$ cat src/rtl/ace_line_xfer_pkg.sv
// ============================================================================
// ace_pkg : ACE encodings and transfer-engine state type  |  rev 1.0
// ============================================================================
`default_nettype none

package ace_pkg;
  localparam logic [3:0] AR_SNOOP_READ_SHARED = 4'b0001;
  localparam logic [3:0] AR_SNOOP_READ_UNIQUE = 4'b0111;
  localparam logic [2:0] AW_SNOOP_WRITEBACK   = 3'b011;
  localparam logic [1:0] BURST_INCR           = 2'b01;
  localparam logic [1:0] RESP_OKAY            = 2'b00;
  localparam logic [1:0] RESP_EXOKAY          = 2'b01;
  localparam logic [1:0] RESP_SLVERR          = 2'b10;
  localparam logic [1:0] RESP_DECERR          = 2'b11;

  typedef enum logic [2:0] {
    ST_IDLE = 3'd0,
    ST_AW   = 3'd1,
    ST_W    = 3'd2,
    ST_B    = 3'd3,
    ST_AR   = 3'd4,
    ST_R    = 3'd5,
    ST_DONE = 3'd6
  } xfer_state_e;
endpackage

`default_nettype wire

$ cat src/rtl/ace_line_xfer_if.sv
// ============================================================================
// ace_line_xfer_if : controller request/response and ACE AR/R/AW/W/B bundle  |  rev 1.0
// ============================================================================
`default_nettype none

interface ace_line_xfer_if #(
  parameter int WIDTH_A = 32,
  parameter int WIDTH_D = 32,
  parameter int BEATS   = 4
) ();
  logic                       req_valid;
  logic                       req_ready;
  logic                       req_evict;
  logic                       req_unique;
  logic [WIDTH_A-1:0]         req_fill_addr;
  logic [WIDTH_A-1:0]         req_evict_addr;
  logic [WIDTH_D*BEATS-1:0]   req_evict_line;
  logic [WIDTH_D*BEATS-1:0]   fill_line;
  logic                       fill_pd;
  logic                       fill_is;
  logic                       done;
  logic                       err;

  logic                       AW_VALID;
  logic                       AW_READY;
  logic [WIDTH_A-1:0]         AW_ADDR;
  logic [7:0]                 AW_LEN;
  logic [2:0]                 AW_SIZE;
  logic [1:0]                 AW_BURST;
  logic [2:0]                 AW_SNOOP;
  logic                       W_VALID;
  logic                       W_READY;
  logic [WIDTH_D-1:0]         W_DATA;
  logic                       W_LAST;
  logic                       B_VALID;
  logic                       B_READY;
  logic [1:0]                 BRESP;
  logic                       AR_VALID;
  logic                       AR_READY;
  logic [WIDTH_A-1:0]         AR_ADDR;
  logic [7:0]                 AR_LEN;
  logic [2:0]                 AR_SIZE;
  logic [1:0]                 AR_BURST;
  logic [3:0]                 AR_SNOOP;
  logic                       R_VALID;
  logic                       R_READY;
  logic [WIDTH_D-1:0]         RDATA;
  logic [3:0]                 RRESP;
  logic                       R_LAST;

  modport master (
    input  req_valid, req_evict, req_unique, req_fill_addr, req_evict_addr, req_evict_line,
    output req_ready, fill_line, fill_pd, fill_is, done, err,
    output AW_VALID, AW_ADDR, AW_LEN, AW_SIZE, AW_BURST, AW_SNOOP,
    input  AW_READY,
    output W_VALID, W_DATA, W_LAST,
    input  W_READY,
    input  B_VALID, BRESP,
    output B_READY,
    output AR_VALID, AR_ADDR, AR_LEN, AR_SIZE, AR_BURST, AR_SNOOP,
    input  AR_READY,
    input  R_VALID, RDATA, RRESP, R_LAST,
    output R_READY
  );

  modport slave (
    output req_valid, req_evict, req_unique, req_fill_addr, req_evict_addr, req_evict_line,
    input  req_ready, fill_line, fill_pd, fill_is, done, err,
    input  AW_VALID, AW_ADDR, AW_LEN, AW_SIZE, AW_BURST, AW_SNOOP,
    output AW_READY,
    input  W_VALID, W_DATA, W_LAST,
    output W_READY,
    output B_VALID, BRESP,
    input  B_READY,
    input  AR_VALID, AR_ADDR, AR_LEN, AR_SIZE, AR_BURST, AR_SNOOP,
    output AR_READY,
    output R_VALID, RDATA, RRESP, R_LAST,
    input  R_READY
  );
endinterface

`default_nettype wire

$ cat src/rtl/ace_line_xfer_beat_counter.sv
// ============================================================================
// beat_counter : burst beat index with clear, increment and last-beat flag  |  rev 1.0
// ============================================================================
`default_nettype none

module beat_counter #(
  parameter int WIDTH = 2,
  parameter int LAST  = 3
) (
  input  wire logic             clk,
  input  wire logic             rst,
  input  wire logic             i_clr,
  input  wire logic             i_inc,
  output logic [WIDTH-1:0]      o_cnt,
  output logic                  o_last
);
  logic [WIDTH-1:0] r_cnt;

  always_ff @(posedge clk or posedge rst) begin
    if (rst) begin
      r_cnt <= '0;
    end else if (i_clr) begin
      r_cnt <= '0;
    end else if (i_inc) begin
      r_cnt <= r_cnt + WIDTH'(1);
    end
  end

  assign o_cnt  = r_cnt;
  assign o_last = (r_cnt == WIDTH'(LAST));
endmodule

`default_nettype wire

$ cat src/rtl/ace_line_xfer.sv
// ============================================================================
// ace_line_xfer : victim WriteBack burst then ReadShared/ReadUnique line fill  |  rev 1.0
// ============================================================================
`default_nettype none

module ace_line_xfer
  import ace_pkg::*;
#(
  parameter int WIDTH_A = 32,
  parameter int WIDTH_D = 32,
  parameter int BEATS   = 4
) (
  input  wire logic       clk,
  input  wire logic       rst,
  ace_line_xfer_if.master bus
);
  localparam int CW   = (BEATS > 1) ? $clog2(BEATS) : 1;
  localparam int OFFS = $clog2(BEATS * WIDTH_D / 8);
  localparam logic [WIDTH_A-1:0] C_ADDR_MASK = ~((WIDTH_A'(1) << OFFS) - WIDTH_A'(1));

  xfer_state_e                    r_state;
  xfer_state_e                    w_next;
  logic                           r_unique;
  logic [WIDTH_A-1:0]             r_fill_addr;
  logic [WIDTH_A-1:0]             r_evict_addr;
  logic [BEATS-1:0][WIDTH_D-1:0]  r_evict_line;
  logic [BEATS-1:0][WIDTH_D-1:0]  r_fill_line;
  logic                           r_err;
  logic                           r_pd;
  logic                           r_is;
  logic [CW-1:0]                  w_cnt;
  logic                           w_last;
  logic                           w_clr;
  logic                           w_inc;
  logic                           w_req_ready;
  logic                           w_aw_valid;
  logic                           w_w_valid;
  logic                           w_b_ready;
  logic                           w_ar_valid;
  logic                           w_r_ready;
  logic                           w_done;
  logic                           w_r_bad;
  logic                           w_r_end;

  beat_counter #(.WIDTH(CW), .LAST(BEATS - 1)) u_cnt (
    .clk    (clk),
    .rst    (rst),
    .i_clr  (w_clr),
    .i_inc  (w_inc),
    .o_cnt  (w_cnt),
    .o_last (w_last)
  );

  // A fill ends on R_LAST or the final beat slot; any disagreement between them is an error.
  assign w_r_end = bus.R_LAST || w_last;
  assign w_r_bad = (bus.RRESP[1:0] != RESP_OKAY) || (bus.R_LAST != w_last);

  always_ff @(posedge clk or posedge rst) begin
    if (rst) begin
      r_state <= ST_IDLE;
    end else begin
      r_state <= w_next;
    end
  end

  always_comb begin
    w_next      = r_state;
    w_clr       = 1'b0;
    w_inc       = 1'b0;
    w_req_ready = 1'b0;
    w_aw_valid  = 1'b0;
    w_w_valid   = 1'b0;
    w_b_ready   = 1'b0;
    w_ar_valid  = 1'b0;
    w_r_ready   = 1'b0;
    w_done      = 1'b0;
    case (r_state)
      ST_IDLE: begin
        w_req_ready = 1'b1;
        if (bus.req_valid) w_next = bus.req_evict ? ST_AW : ST_AR;
      end
      ST_AW: begin
        w_aw_valid = 1'b1;
        w_clr      = 1'b1;
        if (bus.AW_READY) w_next = ST_W;
      end
      ST_W: begin
        w_w_valid = 1'b1;
        if (bus.W_READY) begin
          w_inc = 1'b1;
          if (w_last) w_next = ST_B;
        end
      end
      ST_B: begin
        w_b_ready = 1'b1;
        if (bus.B_VALID) w_next = ST_AR;
      end
      ST_AR: begin
        w_ar_valid = 1'b1;
        w_clr      = 1'b1;
        if (bus.AR_READY) w_next = ST_R;
      end
      ST_R: begin
        w_r_ready = 1'b1;
        if (bus.R_VALID) begin
          w_inc = 1'b1;
          if (w_r_end) w_next = ST_DONE;
        end
      end
      ST_DONE: begin
        w_done = 1'b1;
        w_next = ST_IDLE;
      end
      default: w_next = ST_IDLE;
    endcase
  end

  always_ff @(posedge clk or posedge rst) begin
    if (rst) begin
      r_unique     <= 1'b0;
      r_fill_addr  <= '0;
      r_evict_addr <= '0;
      r_evict_line <= '0;
      r_fill_line  <= '0;
      r_err        <= 1'b0;
      r_pd         <= 1'b0;
      r_is         <= 1'b0;
    end else begin
      if (r_state == ST_IDLE && bus.req_valid) begin
        r_unique     <= bus.req_unique;
        r_fill_addr  <= bus.req_fill_addr;
        r_evict_addr <= bus.req_evict_addr;
        r_evict_line <= bus.req_evict_line;
      end
      if (r_state == ST_B && bus.B_VALID && bus.BRESP != RESP_OKAY) r_err <= 1'b1;
      if (r_state == ST_R && bus.R_VALID) begin
        r_fill_line[w_cnt] <= bus.RDATA;
        if (w_r_bad) r_err <= 1'b1;
        if (w_r_end) begin
          r_pd <= bus.RRESP[2];
          r_is <= bus.RRESP[3];
        end
      end
      if (r_state == ST_DONE) r_err <= 1'b0;
    end
  end

  assign bus.req_ready = w_req_ready;
  assign bus.fill_line = r_fill_line;
  assign bus.fill_pd   = r_pd;
  assign bus.fill_is   = r_is;
  assign bus.done      = w_done;
  assign bus.err       = w_done & r_err;

  assign bus.AW_VALID  = w_aw_valid;
  assign bus.AW_ADDR   = r_evict_addr & C_ADDR_MASK;
  assign bus.AW_LEN    = 8'(BEATS - 1);
  assign bus.AW_SIZE   = 3'($clog2(WIDTH_D / 8));
  assign bus.AW_BURST  = BURST_INCR;
  assign bus.AW_SNOOP  = AW_SNOOP_WRITEBACK;
  assign bus.W_VALID   = w_w_valid;
  assign bus.W_DATA    = r_evict_line[w_cnt];
  assign bus.W_LAST    = w_last;
  assign bus.B_READY   = w_b_ready;
  assign bus.AR_VALID  = w_ar_valid;
  assign bus.AR_ADDR   = r_fill_addr & C_ADDR_MASK;
  assign bus.AR_LEN    = 8'(BEATS - 1);
  assign bus.AR_SIZE   = 3'($clog2(WIDTH_D / 8));
  assign bus.AR_BURST  = BURST_INCR;
  assign bus.AR_SNOOP  = r_unique ? AR_SNOOP_READ_UNIQUE : AR_SNOOP_READ_SHARED;
  assign bus.R_READY   = w_r_ready;
endmodule

`default_nettype wire

$ cat src/flat_wrapper.sv
// flat-port wrapper written by rule: the top's interface ports become plain ports
module ace_line_xfer_flat import ace_pkg::*;
#(
  parameter int WIDTH_A = 32,
  parameter int WIDTH_D = 32,
  parameter int BEATS   = 4
)
  (clk, rst, bus_req_valid, bus_req_evict, bus_req_unique, bus_req_fill_addr, bus_req_evict_addr, bus_req_evict_line, bus_req_ready, bus_fill_line, bus_fill_pd, bus_fill_is, bus_done, bus_err, bus_AW_VALID, bus_AW_ADDR, bus_AW_LEN, bus_AW_SIZE, bus_AW_BURST, bus_AW_SNOOP, bus_AW_READY, bus_W_VALID, bus_W_DATA, bus_W_LAST, bus_W_READY, bus_B_VALID, bus_BRESP, bus_B_READY, bus_AR_VALID, bus_AR_ADDR, bus_AR_LEN, bus_AR_SIZE, bus_AR_BURST, bus_AR_SNOOP, bus_AR_READY, bus_R_VALID, bus_RDATA, bus_RRESP, bus_R_LAST, bus_R_READY);
  ace_line_xfer_if #(.WIDTH_A(WIDTH_A), .WIDTH_D(WIDTH_D), .BEATS(BEATS)) bus_i ();
  input  wire logic clk;
  input  wire logic rst;
  input wire logic [$bits(bus_i.req_valid)-1:0] bus_req_valid;
  input wire logic [$bits(bus_i.req_evict)-1:0] bus_req_evict;
  input wire logic [$bits(bus_i.req_unique)-1:0] bus_req_unique;
  input wire logic [$bits(bus_i.req_fill_addr)-1:0] bus_req_fill_addr;
  input wire logic [$bits(bus_i.req_evict_addr)-1:0] bus_req_evict_addr;
  input wire logic [$bits(bus_i.req_evict_line)-1:0] bus_req_evict_line;
  output wire logic [$bits(bus_i.req_ready)-1:0] bus_req_ready;
  output wire logic [$bits(bus_i.fill_line)-1:0] bus_fill_line;
  output wire logic [$bits(bus_i.fill_pd)-1:0] bus_fill_pd;
  output wire logic [$bits(bus_i.fill_is)-1:0] bus_fill_is;
  output wire logic [$bits(bus_i.done)-1:0] bus_done;
  output wire logic [$bits(bus_i.err)-1:0] bus_err;
  output wire logic [$bits(bus_i.AW_VALID)-1:0] bus_AW_VALID;
  output wire logic [$bits(bus_i.AW_ADDR)-1:0] bus_AW_ADDR;
  output wire logic [$bits(bus_i.AW_LEN)-1:0] bus_AW_LEN;
  output wire logic [$bits(bus_i.AW_SIZE)-1:0] bus_AW_SIZE;
  output wire logic [$bits(bus_i.AW_BURST)-1:0] bus_AW_BURST;
  output wire logic [$bits(bus_i.AW_SNOOP)-1:0] bus_AW_SNOOP;
  input wire logic [$bits(bus_i.AW_READY)-1:0] bus_AW_READY;
  output wire logic [$bits(bus_i.W_VALID)-1:0] bus_W_VALID;
  output wire logic [$bits(bus_i.W_DATA)-1:0] bus_W_DATA;
  output wire logic [$bits(bus_i.W_LAST)-1:0] bus_W_LAST;
  input wire logic [$bits(bus_i.W_READY)-1:0] bus_W_READY;
  input wire logic [$bits(bus_i.B_VALID)-1:0] bus_B_VALID;
  input wire logic [$bits(bus_i.BRESP)-1:0] bus_BRESP;
  output wire logic [$bits(bus_i.B_READY)-1:0] bus_B_READY;
  output wire logic [$bits(bus_i.AR_VALID)-1:0] bus_AR_VALID;
  output wire logic [$bits(bus_i.AR_ADDR)-1:0] bus_AR_ADDR;
  output wire logic [$bits(bus_i.AR_LEN)-1:0] bus_AR_LEN;
  output wire logic [$bits(bus_i.AR_SIZE)-1:0] bus_AR_SIZE;
  output wire logic [$bits(bus_i.AR_BURST)-1:0] bus_AR_BURST;
  output wire logic [$bits(bus_i.AR_SNOOP)-1:0] bus_AR_SNOOP;
  input wire logic [$bits(bus_i.AR_READY)-1:0] bus_AR_READY;
  input wire logic [$bits(bus_i.R_VALID)-1:0] bus_R_VALID;
  input wire logic [$bits(bus_i.RDATA)-1:0] bus_RDATA;
  input wire logic [$bits(bus_i.RRESP)-1:0] bus_RRESP;
  input wire logic [$bits(bus_i.R_LAST)-1:0] bus_R_LAST;
  output wire logic [$bits(bus_i.R_READY)-1:0] bus_R_READY;
  assign bus_i.req_valid = bus_req_valid;
  assign bus_i.req_evict = bus_req_evict;
  assign bus_i.req_unique = bus_req_unique;
  assign bus_i.req_fill_addr = bus_req_fill_addr;
  assign bus_i.req_evict_addr = bus_req_evict_addr;
  assign bus_i.req_evict_line = bus_req_evict_line;
  assign bus_req_ready = bus_i.req_ready;
  assign bus_fill_line = bus_i.fill_line;
  assign bus_fill_pd = bus_i.fill_pd;
  assign bus_fill_is = bus_i.fill_is;
  assign bus_done = bus_i.done;
  assign bus_err = bus_i.err;
  assign bus_AW_VALID = bus_i.AW_VALID;
  assign bus_AW_ADDR = bus_i.AW_ADDR;
  assign bus_AW_LEN = bus_i.AW_LEN;
  assign bus_AW_SIZE = bus_i.AW_SIZE;
  assign bus_AW_BURST = bus_i.AW_BURST;
  assign bus_AW_SNOOP = bus_i.AW_SNOOP;
  assign bus_i.AW_READY = bus_AW_READY;
  assign bus_W_VALID = bus_i.W_VALID;
  assign bus_W_DATA = bus_i.W_DATA;
  assign bus_W_LAST = bus_i.W_LAST;
  assign bus_i.W_READY = bus_W_READY;
  assign bus_i.B_VALID = bus_B_VALID;
  assign bus_i.BRESP = bus_BRESP;
  assign bus_B_READY = bus_i.B_READY;
  assign bus_AR_VALID = bus_i.AR_VALID;
  assign bus_AR_ADDR = bus_i.AR_ADDR;
  assign bus_AR_LEN = bus_i.AR_LEN;
  assign bus_AR_SIZE = bus_i.AR_SIZE;
  assign bus_AR_BURST = bus_i.AR_BURST;
  assign bus_AR_SNOOP = bus_i.AR_SNOOP;
  assign bus_i.AR_READY = bus_AR_READY;
  assign bus_i.R_VALID = bus_R_VALID;
  assign bus_i.RDATA = bus_RDATA;
  assign bus_i.RRESP = bus_RRESP;
  assign bus_i.R_LAST = bus_R_LAST;
  assign bus_R_READY = bus_i.R_READY;
  ace_line_xfer #(.WIDTH_A(WIDTH_A), .WIDTH_D(WIDTH_D), .BEATS(BEATS)) u_core (.clk(clk), .rst(rst), .bus(bus_i));
endmodule
$ cat config.mk
export PLATFORM = sky130hd
export DESIGN_NAME = ace_line_xfer_flat
export DESIGN_NICKNAME = d
export VERILOG_FILES = /design/src/rtl/ace_line_xfer_pkg.sv /design/src/rtl/ace_line_xfer_if.sv /design/src/rtl/ace_line_xfer_beat_counter.sv /design/src/rtl/ace_line_xfer.sv /design/src/flat_wrapper.sv
export SDC_FILE = /design/constraint.sdc
export NUM_CORES = 1
export LEC_CHECK = 0
export BUFFER_PORTS_ARGS = -buffer_cell sky130_fd_sc_hd__buf_2
export CELL_PAD_IN_SITES_DETAIL_PLACEMENT = 2
export CELL_PAD_IN_SITES_GLOBAL_PLACEMENT = 2
export CORE_ASPECT_RATIO = 0.75
export CORE_MARGIN = 2
export CORE_UTILIZATION = 34
export DETAILED_ROUTE_END_ITERATION = 10
export PLACE_DENSITY_LB_ADDON = 0.1
export SETUP_SLACK_MARGIN = 0.4
export SLEW_MARGIN = 40
export SYNTH_ARGS = -nofsm -noshare
export SYNTH_HDL_FRONTEND = slang
export SYNTH_SLANG_ARGS = --single-unit
$ cat constraint.sdc
create_clock -name clk -period 13.45 [get_ports clk]
set_clock_uncertainty 0.2 [all_clocks]
set_input_delay 0.6725 -clock clk [delete_from_list [all_inputs] [get_ports clk]]
set_output_delay 0.6725 -clock clk [all_outputs]
set_load 0.02 [all_outputs]
Yosys cells after proc, flatten, opt, wreduce, memory -nomap -nowiden. Cells that the tools add are included.

Reduce and logical (&&, ||, !) cells: 14. Multiplexer cells: 33. Bitwise operators: 1. Add/subtract/negate cells: 1. Equal/unequal tests: 16. Order comparisons: 2.

Operator list (count): $bwmux W128 (1); $bmux W32 S2 (1); $demux W32 S2 (1); $mux W32 (2); $mux W3 (10); $pmux W3 S6 (1); $mux W1 (14); $ne A2 B2 Y1 const B (6); $eq A3 B3 Y1 const B (3); $reduce_and A8 Y1 (1); $eq A3 B2 Y1 const B (2); $reduce_bool A2 Y1 (3); $logic_and A1 B1 Y1 (5); $mux W2 (2); $ne A2 B1 Y1 const B (2); $eq A3 B1 Y1 const B (1); $logic_not A3 Y1 (1); $lt A2 B3 Y1 const B (1); $add A2 B1 Y2 const B (1); $eq A2 B2 Y1 const B (1); $ge A2 B1 Y1 const B (1); $logic_or A1 B1 Y1 (2); $pmux W1 S2 (1); $reduce_and A2 Y1 (1); other kinds (3) (3).

Input port bits: 241. Register bits after elaboration: 329.

Depth between registers and ports, before layout. Gate-level depths: netlist (run 1).

Word-level depth: 7. Depth in mapped cells: 8. Depth with buffers taken out: 6.

By module. A second synthesis (run 1) with hierarchy kept.

Cell total of the unflattened synthesis: 810. Area total of the unflattened synthesis: 13335.3 um^2.

By module, submodules not included: ace_line_xfer (seq. area each 7982.7 um^2, cells each 802, area an instance 13242.7 um^2, times used 1); beat_counter (seq. area each 50.0 um^2, cells each 8, area an instance 92.6 um^2, times used 1).

Least setup slack after synthesis (run 1). Ideal clock, no wire load.

Path kind: register to output. From: reg u_core.u_cnt.r_cnt[1], in the netlist u_core.u_cnt.o_cnt[1]. To: out bus_W_DATA[10]. Data arrival time: 1.454 ns. Slack: 11.124 ns. Data required time: 12.577 ns. Path buffers: 2. Stages on the path, launching flop included: 4. Path through: dfrtp_1 buf_2 buf_2 mux4_2.

Cells in the longest elaborated chain, start to end: 2.

RTL lines: start, declared (RTL line ace_line_xfer_beat_counter.sv:17) `logic [WIDTH-1:0] r_cnt;`; start signal, assigned (RTL line ace_line_xfer_beat_counter.sv:25) `r_cnt <= r_cnt + WIDTH'(1);`; $bmux W32 S2 (RTL line ace_line_xfer.sv:162) `assign bus.W_DATA = r_evict_line[w_cnt];`; $mux W32 (implied by the code) (RTL line ace_line_xfer.sv:162); end, declared (RTL line flat_wrapper.sv:32) `output wire logic [$bits(bus_i.W_DATA)-1:0] bus_W_DATA;`.

Every way passes these cells. The select of a mux whose other input is x is not followed.

Worst setup path after layout (run 1).
From: reg u_core.u_cnt.r_cnt[1], in the netlist u_core.u_cnt.o_cnt[1]. To: out bus_W_DATA[11].

Same word-level chain as after synthesis.

==> flow_metrics.py, run 1 <==
metrics = {
    "worst_hold_path": {
        "min_delay_path_depth": 2,
        "hold_class": "in -> reg",
        "hold_end": "u_core.r_fill_addr[18]",
        "worstHoldStart": "bus_req_fill_addr[18]",
    },
    "synthesis": {
        "syn_inst": 816,
        "yosysWarnings": 0,
        "synth_most_common_cell": "dfrtp_1",
        "synth_top_area_share_pct": 57.4,
        "synthArstFlopShare_pct": 100,
        "synth_area_leader_cell": "dfrtp_1",
        "synth.area.top_cells": "dfrtp_1 (57%), mux2_4 (16%), mux2_2 (13%)",
        "synth_edf_count": 0,
        "synth_common_cells": "dfrtp_1 (321), mux2_2 (157), mux2_4 (150), buf_4 (41), mux4_2 (32)",
        "yosysSeqAreaShare_pct": 57.4,
        "postSynthAreaPerCell_um2": 17.1,
        "ys_ff_latch": 321,
        "netlist_area_um2": 14000,
        "synth_ff_type": "dfrtp_1",
        "ys_types": 36,
    },
    "sta": {
        "final-setup-viol-count": 0,
        "setup_tns_ns": 0,
        "hold_viol": 0,
        "whs_ns": 0.186,
        "slew_headroom_pct": 49.7,
        "fin_crit_sh_pct": 24.6,
        "final.min_clock_period_ns": 3.31,
        "grt_setup_unrepaired": "no",
        "setup_slack_ns": 10.14,
        "worstMarginPinSlew_ns": 0.754,
        "max_freq_ghz": 0.303,
        "slew_viol_final": 0,
    },
    "grt": {
        "top_usage_layer": "met2",
        "grt_start_max_net_pins": 144,
        "globalRouteMet2Util_pct": 32.0,
        "antenna_found_initial": 21,
        "grt_usage_pct": 19.3,
        "grt_pass1_vias": 9668,
        "grt_first_pass_wirelength_um": 62600,
        "grt_overflow": 0,
        "use_met1_pct": 23.8,
        "grt_use_met3_pct": 7.05,
    },
    "final_layout": {
        "multi_input_area_um2": 5370,
        "n_fill_cell": 4054,
        "regArea_um2": 8040,
        "syn2layout_area_growth_pct": 26.2,
        "layout-drive-gt1-share_pct": 66.9,
        "final_nets": 1523,
    },
    "setup_path": {
        "r2r-start": "u_core.r_state[0]",
        "slowest_delay_ns": 0.59,
        "timing.critical_path.cells": "buf_4, mux4_2, buf_2",
        "r2r_setup_slack_ns": 10.60,
        "crit_path_max_fanout": 26,
        "cp-start-kind": "flip-flop",
        "cp_slowest_cell": "mux4_2",
        "r2r-end": "u_core.r_evict_line[20]",
        "cp-end-kind": "primary output",
        "path_class": "reg -> out",
        "cp_data_required_time_ns": 12.58,
        "rr_worst_depth": 4,
        "crit_arrival_ns": 2.43,
    },
    "cts": {
        "clk_latency_ns": 0.51,
        "clock-root-buffer": "clkbuf_16",
        "numCtsBuffers": 36,
        "post-cts-setup-buffer-count": 0,
        "cts_tree": "done",
        "htreeDepth": 2,
        "cts_resized": 0,
        "clkSinkCount": 321,
        "hold_buffers": 0,
        "clockBufferDepth": 3,
        "clkTransAtPathRegs_ns": 0.06,
    },
    "pwr": {
        "p_switching_mw": 1.73,
        "ir_drop_mv": 0.115,
        "swShare_pct": 36.6,
        "power_leakage_nw": 8.98,
        "total_power_mw": 4.72,
        "p_int_mw": 3.00,
        "p_comb_share_pct": 43.9,
        "clkPwrFrac_pct": 20.0,
        "powerDensity_nw_per_um2": 268,
        "seqPwrFrac_pct": 36.1,
    },
    "route": {
        "drc": 0,
        "wirelength_um": 41400,
        "dr.first_iter.drc_count": 262,
        "vias": 8550,
        "routed_via_density": 4.66,
        "wl_per_cell_um": 22.6,
        "drtPass1Iterations": 4,
        "ant_nets": 0,
    },
    "floorplan": {
        "dieArea_um2": 42800,
        "start_util_pct": 34.4,
        "die_h_um": 180,
        "die_x_um": 238,
        "io_pins": 509,
        "core_area_um2": 40700,
        "num_rows": 64,
    },
    "run_status": {
        "outcome": "finished clean",
    },
    "placement": {
        "port-buffer-count": 461,
        "dpl_worst_slack_ns": 10.42,
        "hpwlAfterDp_um": 29500,
        "gp_congestion": 0.745,
    },
    "job": {
        "cap_violations": 0,
    },
}
-- worst max-delay path: cells and delay by family, from the launching register on --
family	cells	cell delay [ns]
buffers and inverters	2	0.75
muxes	1	0.59
DFF	1	0.56
-- kinds of logic (layout without fill, tap and decap cells) --
group                    count (synthesis)  count (layout)  share of synthesized area [%]
AO/OA/AOI/OAI                           17              17                          0.760
XOR/XNOR                                 1               1                         0.0626
adder cells (fa/ha/maj)                  5               5                          0.447
buffers and inverters                   91             533                           5.20
flip-flops                             321             321                           57.4
multiplexers                           347             347                           34.5
other                                    2              51                         0.0537
AND/OR/NAND/NOR                         32              32                           1.55
-- layout make-up --
type,instances,share of cell area (%)
clock buffers,52,5.96
repair buffers,471,13.7
clock inverters,4,0.255
inverters,6,0.198
well taps,528,3.74
flip-flops and latches,321,45.5
multi-input cells,441,30.4
diodes,12,0.170
-- power by group through the flow --
stage / clock network [mW] / registers (mW) / logic, mW
after floorplan: 0 / 1.96 / 1.19
after global placement: 0 / 1.69 / 2.07
after detailed placement: 0 / 1.71 / 2.11
after CTS: 0.983 / 1.71 / 2.11
after global routing: 1.02 / 1.78 / 2.20
final: 0.945 / 1.71 / 2.07
-- layout by cell type (no fill, tap or decap), drive strengths merged --
master,n
buf,470
ha,5
a21oi,6
nand2,8
nand3,1
a22o,1
or3,1
and3,1
o22ai,2
and2,4
a21o,1
a32oi,1
mux4,32
nand2b,2
nor3,4
dfrtp,321
inv,6
xnor2,1
diode,12
bufinv,1
mux2,315
o21ai,3
a221oi,1
o21bai,2
clkinv,3
nor3b,2
clkbuf,52
nor2b,3
nand3b,1
dlygate4sd3,1
nor2,5
conb,39
-- worst max-delay path by stage --
stage	to	start	slack [ns]
2_1_floorplan	u_core.bus.fill_is	rst	3.69
3_3_place_gp	u_core.r_fill_addr[29]	rst	9.90
3_5_place_dp	u_core.r_evict_addr[4]	rst	10.42
4_1_cts	bus_W_DATA[11]	u_core.u_cnt.o_cnt[1]	10.04
5_1_grt	bus_W_DATA[11]	u_core.u_cnt.o_cnt[1]	9.96
6_report	bus_W_DATA[11]	u_core.u_cnt.o_cnt[1]	10.14
-- flip-flops by register name, summed over array words and instances, names as in the netlist --
signal	flops
u_core.r_err	1
u_core.r_state	3
u_core.bus.fill_line	128
u_core.u_cnt.o_cnt	2
u_core.r_fill_addr	28
u_core.r_evict_addr	28
u_core.bus.fill_pd	1
u_core.r_evict_line	128
u_core.r_unique	1
u_core.bus.fill_is	1
-- routing by layer --
layer	wire, um	share of wire [%]	vias to the layer above
li1	-	-	3768
met1	16800	41	4439
met2	20500	49	257
met3	3160	7.6	68
met4	833	2.0	18
met5	124	0.30	-
-- metrics by stage --
step | util (%) | area, um^2 | cells
finish | 43.4 | 17700 | 1835
detailed placement | 40.5 | 16500 | 1765
global route | 43.4 | 17600 | 1830
floorplan | - | 14100 | 853
CTS | 43.2 | 17600 | 1821
global placement | 40.5 | 16500 | 1765
No activity file was read; power rests on OpenSTA's default activity.
==> run 2: changes to the inputs <==
Settings changed: CORE_UTILIZATION 34 to 30.
Clock period 13.45 ns to 2.65 ns, I/O delays scaled along.
==> flow_metrics.py, run 2 (synthesized netlist as in run 1, its figures left out) <==
metrics = {
    "placement": {
        "place_area_um2": 16900,
        "port-buffer-count": 461,
        "gp_congestion": 0.722,
        "hpwlAfterDp_um": 30100,
        "dpl_worst_slack_ns": 0.461,
    },
    "route": {
        "routed_via_density": 4.37,
        "vias": 9625,
        "drtPass1Iterations": 4,
        "ant_nets": 0,
        "drc": 0,
        "wirelength_um": 47100,
        "wl_per_cell_um": 21.4,
        "dr.first_iter.drc_count": 271,
    },
    "worst_hold_path": {
        "hold_end": "u_core.r_evict_line[118]",
        "min_delay_path_depth": 4,
        "hold_class": "in -> reg",
        "worstHoldStart": "bus_req_valid",
    },
    "pwr": {
        "ir_drop_mv": 0.467,
        "swShare_pct": 35.9,
        "p_int_mw": 16.6,
        "seqPwrFrac_pct": 33.4,
        "powerDensity_nw_per_um2": 1240,
        "clkPwrFrac_pct": 20.0,
        "power_leakage_nw": 10.3,
        "total_power_mw": 25.9,
        "p_comb_share_pct": 46.6,
        "p_switching_mw": 9.29,
    },
    "sta": {
        "slew_viol_final": 0,
        "slew_headroom_pct": 56.6,
        "grt_setup_unrepaired": "yes",
        "final-setup-viol-count": 0,
        "setup_tns_ns": 0,
        "setup_slack_ns": 0.390,
        "final.min_clock_period_ns": 2.26,
        "worstMarginPinSlew_ns": 0.651,
        "max_freq_ghz": 0.442,
        "fin_crit_sh_pct": 85.3,
        "hold_viol": 0,
    },
    "cts": {
        "clkTransAtPathRegs_ns": 0.06,
        "htreeDepth": 2,
        "clk_latency_ns": 0.51,
        "clock-root-buffer": "clkbuf_16",
        "numCtsBuffers": 36,
        "cts_tree": "done",
        "clkSinkCount": 321,
        "clockBufferDepth": 3,
    },
    "setup_path": {
        "r2r-end": "u_core.bus.fill_line[60]",
        "slowest_delay_ns": 0.51,
        "crit_path_max_fanout": 9,
        "r2r_setup_slack_ns": 0.48,
        "r2r-start": "u_core.r_state[1]",
        "crit_arrival_ns": 1.93,
        "cp-start-kind": "flip-flop",
        "rr_worst_depth": 4,
        "path_class": "reg -> out",
        "cp_slowest_cell": "mux4_2",
        "timing.critical_path.cells": "buf_4, buf_12, mux4_2, buf_4",
        "crit_path_frequent_cell": "buf_4",
        "cp_data_required_time_ns": 2.32,
        "cp-end-kind": "primary output",
    },
    "floorplan": {
        "core_area_um2": 46000,
        "die_x_um": 253,
        "start_util_pct": 30.4,
        "io_pins": 509,
        "die_h_um": 191,
        "num_rows": 68,
        "dieArea_um2": 48400,
    },
    "final_layout": {
        "regArea_um2": 8040,
        "n_fill_cell": 4473,
        "syn2layout_area_growth_pct": 49.5,
        "multi_input_area_um2": 5390,
        "layout-drive-gt1-share_pct": 58.4,
        "layout_commonest_cell": "buf_2",
        "fin_area_um2": 20900,
        "final_nets": 1786,
        "most-common-layout-cells": "buf_2 (433), dfrtp_1 (319), dlygate4sd3_1 (234), mux2_2 (157), mux2_4 (150)",
    },
    "grt": {
        "antenna_found_initial": 8,
        "grt_usage_pct": 19.3,
        "grt_overflow": 0,
        "grt_start_max_net_pins": 57,
        "grt_pass1_vias": 11300,
        "grt_first_pass_wirelength_um": 71200,
    },
    "job": {
        "cap_violations": 0,
    },
    "run_status": {
        "outcome": "finished clean",
    },
}
==> run 2: changes by cell type in the layout (fill, tap and decap cells not counted), sizes merged, moves of 2 or more <==
cell         before  now
dlygate4sd3       1  234
buf             470  497
clkinv            3    8
diode            12    8
clkinvlp          0    2
==> run 2: cell type report <==
class / instances / share of cell area [%]
Inverter: 6 / 0.126
Clock inverter: 11 / 0.532
Tap cell: 630 / 3.77
Sequential cell: 321 / 38.4
Antenna cell: 8 / 0.0957
Clock buffer: 51 / 5.30
Multi-Input combinational cell: 441 / 25.8
Timing Repair Buffer: 734 / 26.0
==> run 2: how the worst max path moves through the flow <==
stage	slack [ns]	end	start	cells after the start
CTS	0.33	bus_W_DATA[2]	u_core.u_cnt.o_cnt[1]	4
floorplan	-1.96	u_core.bus.fill_is	rst	1
finish	0.39	bus_W_DATA[2]	u_core.u_cnt.o_cnt[1]	4
global route	0.31	bus_W_DATA[2]	u_core.u_cnt.o_cnt[1]	4
global placement	0.48	bus_W_DATA[2]	u_core.u_cnt.o_cnt[1]	3
detailed placement	0.46	u_core.r_evict_line[15]	u_core.r_state[1]	5
==> run 2: repair_timing <==
action,in CTS,in global routing
resized for setup,50,21
endpoints found under the setup margin,32,56
gates cloned,4,2
hold endpoints to repair,592,0
hold buffers,234,0
setup buffers,9,0
==> run 2: power groups by stage <==
stage	clock, mW	combinational (mW)	sequential [mW]
6_report	5.17	12.0	8.65
3_5_place_dp	0	10.9	8.62
3_3_place_gp	0	10.7	8.55
5_1_grt	5.54	12.8	8.97
2_1_floorplan	0	6.05	9.97
4_1_cts	5.34	11.9	8.62
==> run 2: critical path, delay by kind of cell (launching register included) <==
kind / cells / cell delay (ns)
flip-flops: 1 / 0.42
buffers and inverters: 3 / 0.47
multiplexers: 1 / 0.51
==> run 2: stage by stage <==
step	util (%)	instances	hold slack [ns]
6_report	45.4	2202	0.174
2_1_floorplan	-	853	0.0642
3_3_place_gp	36.6	1882	0.162
3_5_place_dp	36.6	1883	-0.0449
4_1_cts	45.2	2192	0.137
5_1_grt	45.4	2201	0.164
==> run 2: metal layers <==
metal | up-vias | global-route usage (%) | part of all wire [%]
met2 | 270 | 33.7 | 51
met4 | 0 | 5.12 | 2.2
met1 | 4997 | 23.9 | 41
met5 | - | 0 | 0
li1 | 4292 | - | -
met3 | 66 | 4.82 | 5.8
==> run 3: changes to the inputs <==
Settings changed: CORE_UTILIZATION 30 to 31, CTS_BUF_LIST set to sky130_fd_sc_hd__clkbuf_8, SKIP_LAST_GASP set to 1.
==> flow_metrics.py, run 3 (synthesized netlist as in run 1, its figures left out) <==
metrics = {
    "placement": {
        "dpl_worst_slack_ns": 0.339,
        "gp_congestion": 0.760,
        "hpwlAfterDp_um": 29800,
        "dp_cells": 1831,
        "place_area_um2": 16700,
        "port-buffer-count": 461,
    },
    "cts": {
        "clkSinkCount": 321,
        "clock-root-buffer": "clkbuf_8",
        "clkTransAtPathRegs_ns": 0.07,
        "numCtsBuffers": 54,
        "htreeDepth": 2,
        "clk_latency_ns": 0.60,
        "cts_tree": "done",
        "clockBufferDepth": 3,
    },
    "sta": {
        "slew_viol_final": 0,
        "setup_tns_ns": 0,
        "setup_slack_ns": 0.314,
        "whs_ns": 0.102,
        "max_freq_ghz": 0.428,
        "fin_crit_sh_pct": 88.1,
        "worstMarginPinSlew_ns": 0.732,
        "hold_viol": 0,
        "final.min_clock_period_ns": 2.34,
        "final-setup-viol-count": 0,
        "grt_setup_unrepaired": "yes",
        "slew_headroom_pct": 51.2,
    },
    "final_layout": {
        "layout-drive-gt1-share_pct": 58.6,
        "final_util_pct": 46.8,
        "finalNonFillerCells": 2193,
        "fin_area_um2": 20900,
        "syn2layout_area_growth_pct": 49.1,
        "n_fill_cell": 4380,
        "final_nets": 1813,
        "most-common-layout-cells": "buf_2 (429), dfrtp_1 (317), dlygate4sd3_1 (234), mux2_2 (157), mux2_4 (150)",
        "layout_commonest_cell": "buf_2",
    },
    "floorplan": {
        "start_util_pct": 31.4,
        "core_area_um2": 44600,
        "die_h_um": 188,
        "num_rows": 67,
        "dieArea_um2": 46900,
        "die_x_um": 249,
        "io_pins": 509,
    },
    "setup_path": {
        "crit_path_frequent_cell": "buf_6",
        "cp_slowest_cell": "mux4_2",
        "r2r_setup_slack_ns": 0.51,
        "rr_worst_depth": 6,
        "cp_data_required_time_ns": 2.32,
        "cp-start-kind": "flip-flop",
        "r2r-start": "u_core.u_cnt.o_cnt[0]",
        "crit_arrival_ns": 2.00,
        "cp-end-kind": "primary output",
        "crit_path_max_fanout": 8,
        "slowest_delay_ns": 0.53,
        "path_class": "reg -> out",
        "timing.critical_path.cells": "buf_6, clkbuf_16, mux4_2, buf_6",
        "r2r-end": "u_core.bus.fill_line[86]",
    },
    "worst_hold_path": {
        "worstHoldStart": "bus_req_evict_line[110]",
        "min_delay_path_depth": 3,
        "hold_end": "u_core.r_evict_line[110]",
        "hold_class": "in -> reg",
    },
    "grt": {
        "grt_usage_pct": 20.4,
        "grt_start_max_net_pins": 134,
        "grt_pass1_vias": 11400,
        "antenna_found_initial": 6,
        "grt_overflow": 0,
        "grt_first_pass_wirelength_um": 73200,
    },
    "route": {
        "vias": 9858,
        "drtPass1Iterations": 4,
        "routed_via_density": 4.50,
        "wl_per_cell_um": 22.4,
        "dr.first_iter.drc_count": 312,
        "drc": 0,
        "wirelength_um": 49100,
        "ant_nets": 0,
    },
    "run_status": {
        "outcome": "finished clean",
    },
    "job": {
        "cap_violations": 0,
    },
    "pwr": {
        "swShare_pct": 37.3,
        "power_leakage_nw": 10.4,
        "clkPwrFrac_pct": 17.6,
        "p_int_mw": 16.2,
        "ir_drop_mv": 0.474,
        "powerDensity_nw_per_um2": 1240,
        "total_power_mw": 25.8,
        "p_comb_share_pct": 48.7,
        "p_switching_mw": 9.60,
        "seqPwrFrac_pct": 33.7,
    },
}
## run 3: cell count changes in the layout (fill, tap and decap cells not counted), moves of 4 or more
cell       change
clkbuf_8      +56
clkbuf_16     -34
inv_1         +17
buf_6         +12
buf_12         -5
buf_2          -4
clkinv_2       -4
## run 3: worst max-delay path by stage
stage / start / endpoint
2_1_floorplan: rst / u_core.bus.fill_is
3_3_place_gp: u_core.u_cnt.o_cnt[1] / u_core.bus.fill_pd
3_5_place_dp: u_core.u_cnt.o_cnt[1] / u_core.bus.fill_pd
4_1_cts: u_core.u_cnt.o_cnt[1] / bus_W_DATA[6]
5_1_grt: u_core.u_cnt.o_cnt[1] / bus_W_DATA[3]
6_report: u_core.u_cnt.o_cnt[1] / bus_W_DATA[3]
## run 3: worst max-delay path: cells and delay by family, from the launching register on
kind | cells | cell delay [ns]
flip-flops | 1 | 0.42
multiplexers | 1 | 0.53
buffers and inverters | 3 | 0.48
## run 3: power groups by stage
stage,sequential (mW),combinational [mW],clock [mW]
6_report,8.69,12.5,4.53
5_1_grt,9.00,13.2,4.93
4_1_cts,8.61,11.9,4.67
3_5_place_dp,8.62,10.8,0
3_3_place_gp,8.54,10.7,0
2_1_floorplan,9.97,6.05,0
## run 3: cell type report
type                       instances  area [um^2]  area share [%]
antenna                            5         12.5          0.0600
timing repair buffer             742         5570            26.7
multi-input combinational        442         5420            26.0
inverter                           6         26.3           0.126
tap                              586          733            3.51
sequential                       321         8040            38.5
clock inverter                    22          116           0.558
clock buffer                      69          950            4.55
## run 3: what timing repair did
| action | CTS | global route |
|---|---|---|
| cloned | 3 | 6 |
| setup buffers | 13 | 9 |
| endpoints found under the setup margin | 50 | 160 |
| resized for setup | 43 | 58 |
| pin swaps | 0 | 2 |
| hold endpoints to repair | 642 | 0 |
| hold buffers | 234 | 0 |
## run 3: per-layer routing
metal / vias up / global-route usage (%) / wire [um] / share of wire (%)
met5: - / 0 / 12 / 0.024
met4: 2 / 5.19 / 1070 / 2.2
met3: 81 / 5.14 / 2560 / 5.2
met2: 270 / 35.9 / 25300 / 52
met1: 5153 / 24.9 / 20100 / 41
li1: 4352 / - / - / -
